--- src/rtl/ram_chk_pkg.sv ---
// ---------------------------------------------------------------------------
// ram_chk_pkg
// Shared types and constants for the RAM load / run / check controller.
//   state_t   : top-level sequence state (IDLE, LOAD, RUN, CHECK, DONE)
//   ck_sub_t  : CHECK sub-state (CK_REQ accepts a request, CK_WAIT compares)
//   MUX_*     : RAM port owner select codes consumed by ram_port_mux
//   is_busy() : true while a sequence is in flight
// No ports (package).
// ---------------------------------------------------------------------------
package ram_chk_pkg;

    typedef enum logic [2:0] {
        IDLE  = 3'd0,
        LOAD  = 3'd1,
        RUN   = 3'd2,
        CHECK = 3'd3,
        DONE  = 3'd4
    } state_t;

    typedef enum logic {
        CK_REQ  = 1'b0,
        CK_WAIT = 1'b1
    } ck_sub_t;

    localparam logic [1:0] MUX_NONE  = 2'd0;
    localparam logic [1:0] MUX_LOAD  = 2'd1;
    localparam logic [1:0] MUX_CORE  = 2'd2;
    localparam logic [1:0] MUX_CHECK = 2'd3;

    function automatic logic is_busy(input state_t s);
        return (s != IDLE) && (s != DONE);
    endfunction

endpackage

--- src/rtl/ram_port_mux.sv ---
// ---------------------------------------------------------------------------
// ram_port_mux
// Purely combinational owner select for the data-RAM port.
//   i_sel          : MUX_* code from ram_chk_pkg
//   i_load_we/addr/wdata : preload stream source
//   i_core_we/addr/wdata : core source
//   i_chk_addr     : checker read address (never writes)
//   o_ram_we/addr/wdata  : RAM port
// MUX_NONE drives an idle, all-zero port.
// ---------------------------------------------------------------------------
module ram_port_mux
    import ram_chk_pkg::*;
#(
    parameter int AW = 32,
    parameter int DW = 32
) (
    input  logic [1:0]    i_sel,
    input  logic          i_load_we,
    input  logic [AW-1:0] i_load_addr,
    input  logic [DW-1:0] i_load_wdata,
    input  logic          i_core_we,
    input  logic [AW-1:0] i_core_addr,
    input  logic [DW-1:0] i_core_wdata,
    input  logic [AW-1:0] i_chk_addr,
    output logic          o_ram_we,
    output logic [AW-1:0] o_ram_addr,
    output logic [DW-1:0] o_ram_wdata
);

    always_comb begin
        o_ram_we    = 1'b0;
        o_ram_addr  = '0;
        o_ram_wdata = '0;
        case (i_sel)
            MUX_LOAD: begin
                o_ram_we    = i_load_we;
                o_ram_addr  = i_load_addr;
                o_ram_wdata = i_load_wdata;
            end
            MUX_CORE: begin
                o_ram_we    = i_core_we;
                o_ram_addr  = i_core_addr;
                o_ram_wdata = i_core_wdata;
            end
            MUX_CHECK: begin
                o_ram_addr  = i_chk_addr;
            end
            default: ;
        endcase
    end

endmodule

--- src/rtl/ram_load_check_ctrl.sv ---
// ---------------------------------------------------------------------------
// ram_load_check_ctrl
// Owns the data-RAM port around a single-cycle core:
//   LOAD  : preload words from a valid/ready stream, core held
//   RUN   : core released for RUN_CYCLES clocks, RAM port given to the core
//   CHECK : port reclaimed, equal / not-equal checks counted as pass / fail
//   DONE  : results held until the next start
// Ports:
//   clk, reset (async, active low), start (pulse, honoured in IDLE/DONE)
//   load_valid/ready/addr/data/last : preload stream
//   core_hold : high = core in reset and port owned by this block
//   core_we/addr/wdata : core store port
//   ram_we/addr/wdata/rdata : RAM port (RD_LAT 0 = comb read, 1 = registered)
//   chk_valid/ready/addr/expect/neq/last : check request stream
//   pass_cnt, fail_cnt : saturating result counters (CW bits)
//   done (level in DONE), busy (not IDLE and not DONE), dbg_state
// Optional build macro RAM_CHK_FAILCAP_EN adds fail_addr, fail_got and
// fail_seen, capturing the first failing check of a sequence.
//
// Handshakes: a word / request transfers on a rising edge where valid and
// ready are both high; ready depends only on state, never on valid.
// ---------------------------------------------------------------------------
module ram_load_check_ctrl
    import ram_chk_pkg::*;
#(
    parameter int AW         = 32,
    parameter int DW         = 32,
    parameter int RUN_CYCLES = 600,
    parameter int CW         = 16,
    parameter int RD_LAT     = 1
) (
    input  logic          clk,
    input  logic          reset,
    input  logic          start,
    input  logic          load_valid,
    output logic          load_ready,
    input  logic [AW-1:0] load_addr,
    input  logic [DW-1:0] load_data,
    input  logic          load_last,
    output logic          core_hold,
    input  logic          core_we,
    input  logic [AW-1:0] core_addr,
    input  logic [DW-1:0] core_wdata,
    output logic          ram_we,
    output logic [AW-1:0] ram_addr,
    output logic [DW-1:0] ram_wdata,
    input  logic [DW-1:0] ram_rdata,
    input  logic          chk_valid,
    output logic          chk_ready,
    input  logic [AW-1:0] chk_addr,
    input  logic [DW-1:0] chk_expect,
    input  logic          chk_neq,
    input  logic          chk_last,
    output logic [CW-1:0] pass_cnt,
    output logic [CW-1:0] fail_cnt,
    output logic          done,
    output logic          busy,
`ifdef RAM_CHK_FAILCAP_EN
    output logic [AW-1:0] fail_addr,
    output logic [DW-1:0] fail_got,
    output logic          fail_seen,
`endif
    output state_t        dbg_state
);

    localparam bit            LAT0     = (RD_LAT == 0);
    localparam logic [CW-1:0] RUN_LAST = CW'(RUN_CYCLES - 1);
    localparam logic [CW-1:0] CNT_MAX  = '1;

    state_t        r_state;
    ck_sub_t       r_ck_sub;
    logic [CW-1:0] r_run_cnt;
    logic [CW-1:0] r_pass_cnt;
    logic [CW-1:0] r_fail_cnt;
    logic [AW-1:0] r_chk_addr;
    logic [DW-1:0] r_chk_expect;
    logic          r_chk_neq;
    logic          r_chk_last;

    state_t        w_state_nxt;
    ck_sub_t       w_ck_sub_nxt;
    logic [1:0]    w_mux_sel;
    logic          w_start_seq;
    logic          w_chk_take;
    logic          w_cmp_en;
    logic [AW-1:0] w_chk_addr;
    logic [DW-1:0] w_cmp_expect;
    logic          w_cmp_neq;
    logic          w_cmp_pass;
    logic          w_run_last;

    assign w_run_last = (r_run_cnt == RUN_LAST);
    assign w_cmp_pass = (ram_rdata == w_cmp_expect) ^ w_cmp_neq;

    always_comb begin
        w_state_nxt  = r_state;
        w_ck_sub_nxt = r_ck_sub;
        w_mux_sel    = MUX_NONE;
        w_start_seq  = 1'b0;
        w_chk_take   = 1'b0;
        w_cmp_en     = 1'b0;
        w_chk_addr   = r_chk_addr;
        w_cmp_expect = r_chk_expect;
        w_cmp_neq    = r_chk_neq;
        load_ready   = 1'b0;
        chk_ready    = 1'b0;
        core_hold    = 1'b1;
        case (r_state)
            IDLE, DONE: begin
                if (start) begin
                    w_state_nxt = LOAD;
                    w_start_seq = 1'b1;
                end
            end
            LOAD: begin
                load_ready = 1'b1;
                w_mux_sel  = MUX_LOAD;
                if (load_valid && load_last) begin
                    w_state_nxt = RUN;
                end
            end
            RUN: begin
                core_hold = 1'b0;
                w_mux_sel = MUX_CORE;
                if (w_run_last) begin
                    w_state_nxt  = CHECK;
                    w_ck_sub_nxt = CK_REQ;
                end
            end
            CHECK: begin
                w_mux_sel = MUX_CHECK;
                if (r_ck_sub == CK_REQ) begin
                    chk_ready = 1'b1;
                    if (chk_valid) begin
                        w_chk_take = 1'b1;
                        // The live address goes to the RAM in the acceptance
                        // cycle: a combinational RAM answers now, a registered
                        // RAM samples it on this edge and answers in CK_WAIT.
                        w_chk_addr = chk_addr;
                        if (LAT0) begin
                            w_cmp_en     = 1'b1;
                            w_cmp_expect = chk_expect;
                            w_cmp_neq    = chk_neq;
                            if (chk_last) begin
                                w_state_nxt = DONE;
                            end
                        end else begin
                            w_ck_sub_nxt = CK_WAIT;
                        end
                    end
                end else begin
                    w_cmp_en     = 1'b1;
                    w_ck_sub_nxt = CK_REQ;
                    if (r_chk_last) begin
                        w_state_nxt = DONE;
                    end
                end
            end
            default: begin
                w_state_nxt = IDLE;
            end
        endcase
    end

    always_ff @(posedge clk or negedge reset) begin
        if (!reset) begin
            r_state      <= IDLE;
            r_ck_sub     <= CK_REQ;
            r_run_cnt    <= '0;
            r_pass_cnt   <= '0;
            r_fail_cnt   <= '0;
            r_chk_addr   <= '0;
            r_chk_expect <= '0;
            r_chk_neq    <= 1'b0;
            r_chk_last   <= 1'b0;
        end else begin
            r_state  <= w_state_nxt;
            r_ck_sub <= w_ck_sub_nxt;

            // Counter sits at 0 outside RUN so every run starts from 0.
            if ((r_state == RUN) && !w_run_last) begin
                r_run_cnt <= r_run_cnt + 1'b1;
            end else begin
                r_run_cnt <= '0;
            end

            if (w_chk_take) begin
                r_chk_addr   <= chk_addr;
                r_chk_expect <= chk_expect;
                r_chk_neq    <= chk_neq;
                r_chk_last   <= chk_last;
            end

            if (w_start_seq) begin
                r_pass_cnt <= '0;
                r_fail_cnt <= '0;
            end else if (w_cmp_en) begin
                if (w_cmp_pass) begin
                    if (r_pass_cnt != CNT_MAX) begin
                        r_pass_cnt <= r_pass_cnt + 1'b1;
                    end
                end else begin
                    if (r_fail_cnt != CNT_MAX) begin
                        r_fail_cnt <= r_fail_cnt + 1'b1;
                    end
                end
            end
        end
    end

`ifdef RAM_CHK_FAILCAP_EN
    logic [AW-1:0] r_fail_addr;
    logic [DW-1:0] r_fail_got;
    logic          r_fail_seen;

    always_ff @(posedge clk or negedge reset) begin
        if (!reset) begin
            r_fail_addr <= '0;
            r_fail_got  <= '0;
            r_fail_seen <= 1'b0;
        end else if (w_start_seq) begin
            r_fail_addr <= '0;
            r_fail_got  <= '0;
            r_fail_seen <= 1'b0;
        end else if (w_cmp_en && !w_cmp_pass && !r_fail_seen) begin
            r_fail_addr <= w_chk_addr;
            r_fail_got  <= ram_rdata;
            r_fail_seen <= 1'b1;
        end
    end

    assign fail_addr = r_fail_addr;
    assign fail_got  = r_fail_got;
    assign fail_seen = r_fail_seen;
`endif

    ram_port_mux #(
        .AW (AW),
        .DW (DW)
    ) u_port_mux (
        .i_sel        (w_mux_sel),
        .i_load_we    (load_valid),
        .i_load_addr  (load_addr),
        .i_load_wdata (load_data),
        .i_core_we    (core_we),
        .i_core_addr  (core_addr),
        .i_core_wdata (core_wdata),
        .i_chk_addr   (w_chk_addr),
        .o_ram_we     (ram_we),
        .o_ram_addr   (ram_addr),
        .o_ram_wdata  (ram_wdata)
    );

    assign pass_cnt  = r_pass_cnt;
    assign fail_cnt  = r_fail_cnt;
    assign done      = (r_state == DONE);
    assign busy      = is_busy(r_state);
    assign dbg_state = r_state;

endmodule

--- config.mk ---
export PLATFORM = sky130hd
export DESIGN_NAME = ram_load_check_ctrl
export DESIGN_NICKNAME = d
export VERILOG_FILES = /design/src/rtl/ram_chk_pkg.sv /design/src/rtl/ram_port_mux.sv /design/src/rtl/ram_load_check_ctrl.sv
export SDC_FILE = /design/constraint.sdc
export NUM_CORES = 1
export LEC_CHECK = 0
export BUFFER_PORTS_ARGS = -buffer_cell sky130_fd_sc_hd__buf_4
export CORE_MARGIN = 2
export CORE_UTILIZATION = 43
export CTS_CLUSTER_SIZE = 28
export DETAILED_ROUTE_END_ITERATION = 6
export PLACE_DENSITY = 0.79
export SLEW_MARGIN = 40
export SYNTH_ARGS = -nofsm -noshare
export SYNTH_HDL_FRONTEND = slang
export SYNTH_HIERARCHICAL = 1
export SYNTH_SLANG_ARGS = --single-unit
--- constraint.sdc ---
create_clock -name clk -period 3.35 [get_ports clk]
set_input_delay 1.005 -clock clk [delete_from_list [all_inputs] [get_ports clk]]
set_output_delay 1.005 -clock clk [all_outputs]
set_load 0.01 [all_outputs]
## Word level (Yosys, flattened, before mapping)

Cells that the tools add are included.

- Register bits: 118
- Bits of input ports: 233
- Output and inout port bits: 105
- Logic and storage cells: 82

- $add $sub $neg: 3
- Equality and inequality tests: 18
- Multiplexer cells: 35
- Bitwise logic cells: 1
- Reductions and logical operators: 16

Operators by type and width:

| cell | count |
|---|---|
| 2-to-1 mux 16 bit | 9 |
| 2-to-1 mux 32 bit | 3 |
| case mux 32 bit (3 select lines) | 1 |
| case mux 32 bit (2 select lines) | 1 |
| adder 16 x 1 -> 16 bit, second input constant | 3 |
| equality test 32 bit | 1 |
| != test 16 bit, second input constant | 2 |
| equality test 16 x 10 -> 1 bit, second input constant | 1 |
| 2-to-1 mux 3 bit | 5 |
| 2-to-1 mux 1 bit | 12 |
| != test 2 bit, second input constant | 6 |
| case mux 3 bit (4 select lines) | 1 |
| nonzero test 2 bit | 5 |
| equality test 3 x 2 -> 1 bit, second input constant | 2 |
| case mux 2 bit (3 select lines) | 1 |
| AND reduction 3 bit | 2 |
| AND reduction 5 bit | 1 |
| equality test 2 bit, second input constant | 2 |
| case mux 1 bit (2 select lines) | 2 |
| equality test 3 x 1 -> 1 bit, second input constant | 1 |
| equality test 3 bit, second input constant | 1 |
| logical AND 1 bit | 3 |
| zero test 3 bit | 1 |
| != test 3 bit, second input constant | 1 |
| 6 further kinds | 6 |

## Depth between registers and ports, before layout

- Word-level depth: 5
- Depth in mapped cells: 10
- Depth with buffers taken out: 8

## By module

The synthesis kept the hierarchy.

Modules (own cells, without submodules):

| module | times used | cells each | area an instance (um2) | sequential area each (um2) |
|---|---|---|---|---|
| ram_load_check_ctrl | 1 | 538 | 6069.6 | 2952.8 |
| ram_port_mux | 1 | 159 | 1091.0 | 0.0 |

## Worst setup path before layout

No wires, ideal clock.

- Path kind: input to output
- From: in chk_valid
- To: out ram_addr[22]
- Arrival: 2.542 ns
- Slack: -0.197 ns
- Stages on the path: 6
- Path buffers: 2
- Cells stage by stage: nand2_1 > clkbuf_1 > buf_2 > mux2_2 > a222oi_1 > nor2_1

- Cells in the longest elaborated chain, start to end: 4

Ends and longest elaborated chain:

| item | line | text |
|---|---|---|
| from (decl) | ram_load_check_ctrl.sv:48 | `input logic chk_valid,` |
| 2-to-1 mux 32 bit | ram_load_check_ctrl.sv:134 | `if (chk_valid) begin` |
| 2-to-1 mux 32 bit | ram_load_check_ctrl.sv:132 | `if (r_ck_sub == CK_REQ) begin` |
| 2-to-1 mux 32 bit | ram_load_check_ctrl.sv:108 | `case (r_state)` |
| net w_chk_addr[22] | ram_load_check_ctrl.sv:86 | `logic [AW-1:0] w_chk_addr;` |
| case mux 32 bit (3 select lines) | ram_port_mux.sv:34 | `case (i_sel)` |
| to (decl) | ram_load_check_ctrl.sv:45 | `output logic [AW-1:0] ram_addr,` |

The timed path passes the listed nets, and every way through them passes these cells.

## Worst setup path after layout

- From: reg r_state[0] (netlist: dbg_state[0])
- To: out ram_addr[25]

- Cells in the longest elaborated chain, start to end: 4
- Elaborated cells on any way between the ends: 9
- Those cells by class: eq/ne (6); mux (3)

Ends and longest elaborated chain:

| item | line | text |
|---|---|---|
| from (decl) | ram_load_check_ctrl.sv:70 | `state_t r_state;` |
| from (signal assigned) | ram_load_check_ctrl.sv:177 | `r_state <= w_state_nxt;` |
| equality test 3 x 2 -> 1 bit or equality test 3 x 1 -> 1 bit (tied branches) | ram_load_check_ctrl.sv:108 |  |
| case mux 2 bit (3 select lines) * | ram_load_check_ctrl.sv:108 |  |
| net w_mux_sel[0] | ram_load_check_ctrl.sv:82 | `logic [1:0] w_mux_sel;` |
| equality test 2 bit or equality test 2 x 1 -> 1 bit (tied branches) | ram_port_mux.sv:34 |  |
| case mux 32 bit (3 select lines) * | ram_port_mux.sv:34 |  |

Mark *: on every way through the listed nets, which the timed path passes. The rest lies on a longest branch.

==> results.json <==
{
  "maxCapViolCount": 0,
  "synth.distinct_cells": 56,
  "nNetsFinal": 1293,
  "initial_core_util_pct": 43.6,
  "syn_area_sq_um": 7160,
  "final_max_slew_viol_count": 0,
  "leakagePower_nw": 5.05,
  "drcViolationCount": 0,
  "cp_common_cell": "buf_6",
  "ant_nets": 0,
  "worst_pin_slew_ps": 649,
  "violations": "negative setup slack",
  "synth_ff_type": "dfrtp_1",
  "synthesis.nets": 937,
  "syn-instance-count": 697,
  "nFillCells": 1325,
  "start_kind": "flip-flop",
  "area_delta_synth_final_pct": 51.3,
  "synth_seq_area_share_pct": 41.2,
  "status": "finished, violations left",
  "ctsHoldBuffers": 0,
  "hold_path.class": "in -> async",
  "fp.dieH_um": 133,
  "dieArea_sq_um": 17700,
  "diodes": 0,
  "die_w_um": 133,
  "synth_top_cells_by_area": "dfrtp_1, mux2_2, xnor2_1",
  "drt_pass1_iterations": 7,
  "synth.largest_area_cell": "dfrtp_1",
  "setup_viol": 21,
  "cts_buffer_depth": 2,
  "worst_slack_ps": -67.1,
  "ir_worst_vdd_uv": 596,
  "end_kind": "primary output",
  "cts_tree": "done",
  "io_buffer_count": 337,
  "grt_pass1_vias": 6973,
  "max_freq_mhz": 293,
  "critPathTopFamily": "buffers and inverters",
  "cp_max_fo": 8,
  "num_rows": 47,
  "synthArstFlopShare_pct": 100,
  "vias": 7017,
  "finalCritPeriodShare_pct": 102,
  "finClkSkew_ps": 9.98,
  "overflow": 0,
  "synth-warning-count": 6,
  "critPathBufInv": 4,
  "crit_arrival_ps": 2410,
  "seq_area_sq_um": 2950,
  "drt_iter0_markers": 498,
  "yosysTopAreaCellShare_pct": 41.2,
  "multi_input_area_sq_um": 4000,
  "htree_levels": 4,
  "slew-limit-headroom_pct": 56.7,
  "synth_edf_count": 0,
  "numCtsBuffers": 17,
  "grt_start_max_net_pins": 66,
  "wire_per_inst_um": 18.8,
  "grt_pass1_wl_um": 37000,
  "ios": 338,
  "path_clk_slew_ps": 50,
  "coreArea_sq_um": 16400,
  "drive_gt1_share_pct": 47.8,
  "critPathKind": "reg -> out",
  "path_cells": "nand2b_4, inv_4, nand2_4, nor2_4, buf_6, nand2_8, buf_6, mux2_2, a222oi_1, nor2_1, buf_4",
  "grt_use_total_pct": 26.9,
  "ys_seq_elements": 118,
  "clkLatencyLatePin_ps": 410,
  "syn_area_per_cell_sq_um": 10.3,
  "gp_congestion": 0.856,
  "antenna_found_initial": 1,
  "pre_cts_ws_ps": -40.1,
  "cts_sinks": 118,
  "powerDensity_nw_per_um2": 793,
  "cts_root_buf": "clkbuf_16",
  "routed_via_density": 5.47,
  "drt-total-wl_um": 24100,
  "dpl.hpwl_um": 17600,
  "rsz0062_at_grt": "yes",
  "hold_viol": 0,
  "crit_required_ps": 2340,
  "min_period_ps": 3420,
  "crit_slowest_cell": "dfrtp_1",
  "total_power_mw": 8.59,
  "cp_slowest_stage_delay_ps": 400
}
==> area by class of cell <==
type	count	area share, %
clock buffers	23	4.23
clock inverters	6	0.508
inverters	9	0.335
multi-input cells	523	36.9
flip-flops and latches	118	27.3
well taps	220	2.54
repair buffers	384	28.2
==> report_power, final <==
| group | total [mW] | internal [mW] | switching, mW | leakage, nW |
|---|---|---|---|---|
| combinational | 4.77 | 2.51 | 2.26 | 3.29 |
| sequential | 2.19 | 1.89 | 0.302 | 1.51 |
| clock | 1.63 | 1.02 | 0.612 | 0.256 |
| total | 8.59 | 5.41 | 3.18 | 5.05 |
==> through the flow <==
stage | instances | setup TNS, ps | area (sq um) | hold slack (ps) | utilization, %
after floorplan | 697 | 0 | 7170 | 447 | -
after global placement | 1239 | 0 | 10000 | 478 | 61.2
after detailed placement | 1239 | -61.4 | 10000 | 483 | 61.2
after CTS | 1283 | -3260 | 10800 | 398 | 66.0
after global routing | 1283 | -4910 | 10800 | 398 | 66.0
final | 1283 | -677 | 10800 | 411 | 66.0
==> state kept, by name, indices dropped and copies added, names as in the netlist <==
register and cells:
dbg_state 3, fail_cnt 16, pass_cnt 16, r_chk_addr 32
r_chk_expect 32, r_chk_last 1, r_chk_neq 1, r_ck_sub 1
r_run_cnt 16
==> layout by cell type (no fill, tap or decap), drive strengths merged, types with 13 or more instances in the layout <==
master | synthesis | routed
xnor2 | 38 | 38
o21ai | 13 | 13
nand3 | 25 | 25
nor2 | 65 | 65
nand2 | 33 | 33
mux2 | 99 | 99
a22oi | 33 | 33
nor2b | 34 | 34
a21oi | 21 | 21
dfrtp | 118 | 118
clkbuf | 25 | 23
nand4 | 18 | 18
buf | 22 | 382
a222oi | 32 | 32
and3 | 13 | 13
==> routing by layer <==
metal | up-vias | track usage, % | part of all wire [%]
li1 | 3294 | - | -
met1 | 3384 | 31.4 | 39
met4 | 2 | 10.2 | 2.7
met3 | 45 | 6.97 | 7.2
met5 | - | 0 | 0.054
met2 | 292 | 47.3 | 51
==> timing repair <==
item | CTS | global route
pin swaps | 39 | 25
cloned | 5 | 0
setup endpoints to repair | 32 | 65
setup buffers | 10 | 2
resized for setup | 10 | 9
==> cell usage after synthesis (13+ instances only) <==
cell,count
a21oi_1,21
a222oi_1,32
a22oi_1,33
clkbuf_1,25
dfrtp_1,118
mux2_1,21
mux2_2,78
nand2_1,33
nand3_1,24
nand4_1,18
nor2_1,64
nor2b_1,34
o21ai_0,13
xnor2_1,37
==> cells by family after synthesis <==
kind of cell | share of synthesized area, %
buffers and inverters | 3.91
DFF | 41.2
adders and majority gates | 1.22
and+or+nand+nor | 17.9
muxes | 17.4
AOI/OAI and AO/OA | 12.4
xor gates and xnor gates | 5.85
==> path summary, 6_finish.rpt <==
kind / slack [ps] / endpoint / startpoint / depth (start not counted)
hold / removal: 410 / r_run_cnt[12] / reset / 1
min in group clk: 500 / r_chk_last / r_chk_last / 1
hold reg to reg: 500 / r_chk_last / r_chk_last / 1
setup reg to reg: 790 / pass_cnt[14] / r_chk_expect[3] / 8
setup / recovery: -70 / ram_addr[25] / dbg_state[0] / 11
max in group asynchronous: 2250 / r_chk_addr[12] / reset / 2
Note: power is estimated with default switching activity, not from simulation.
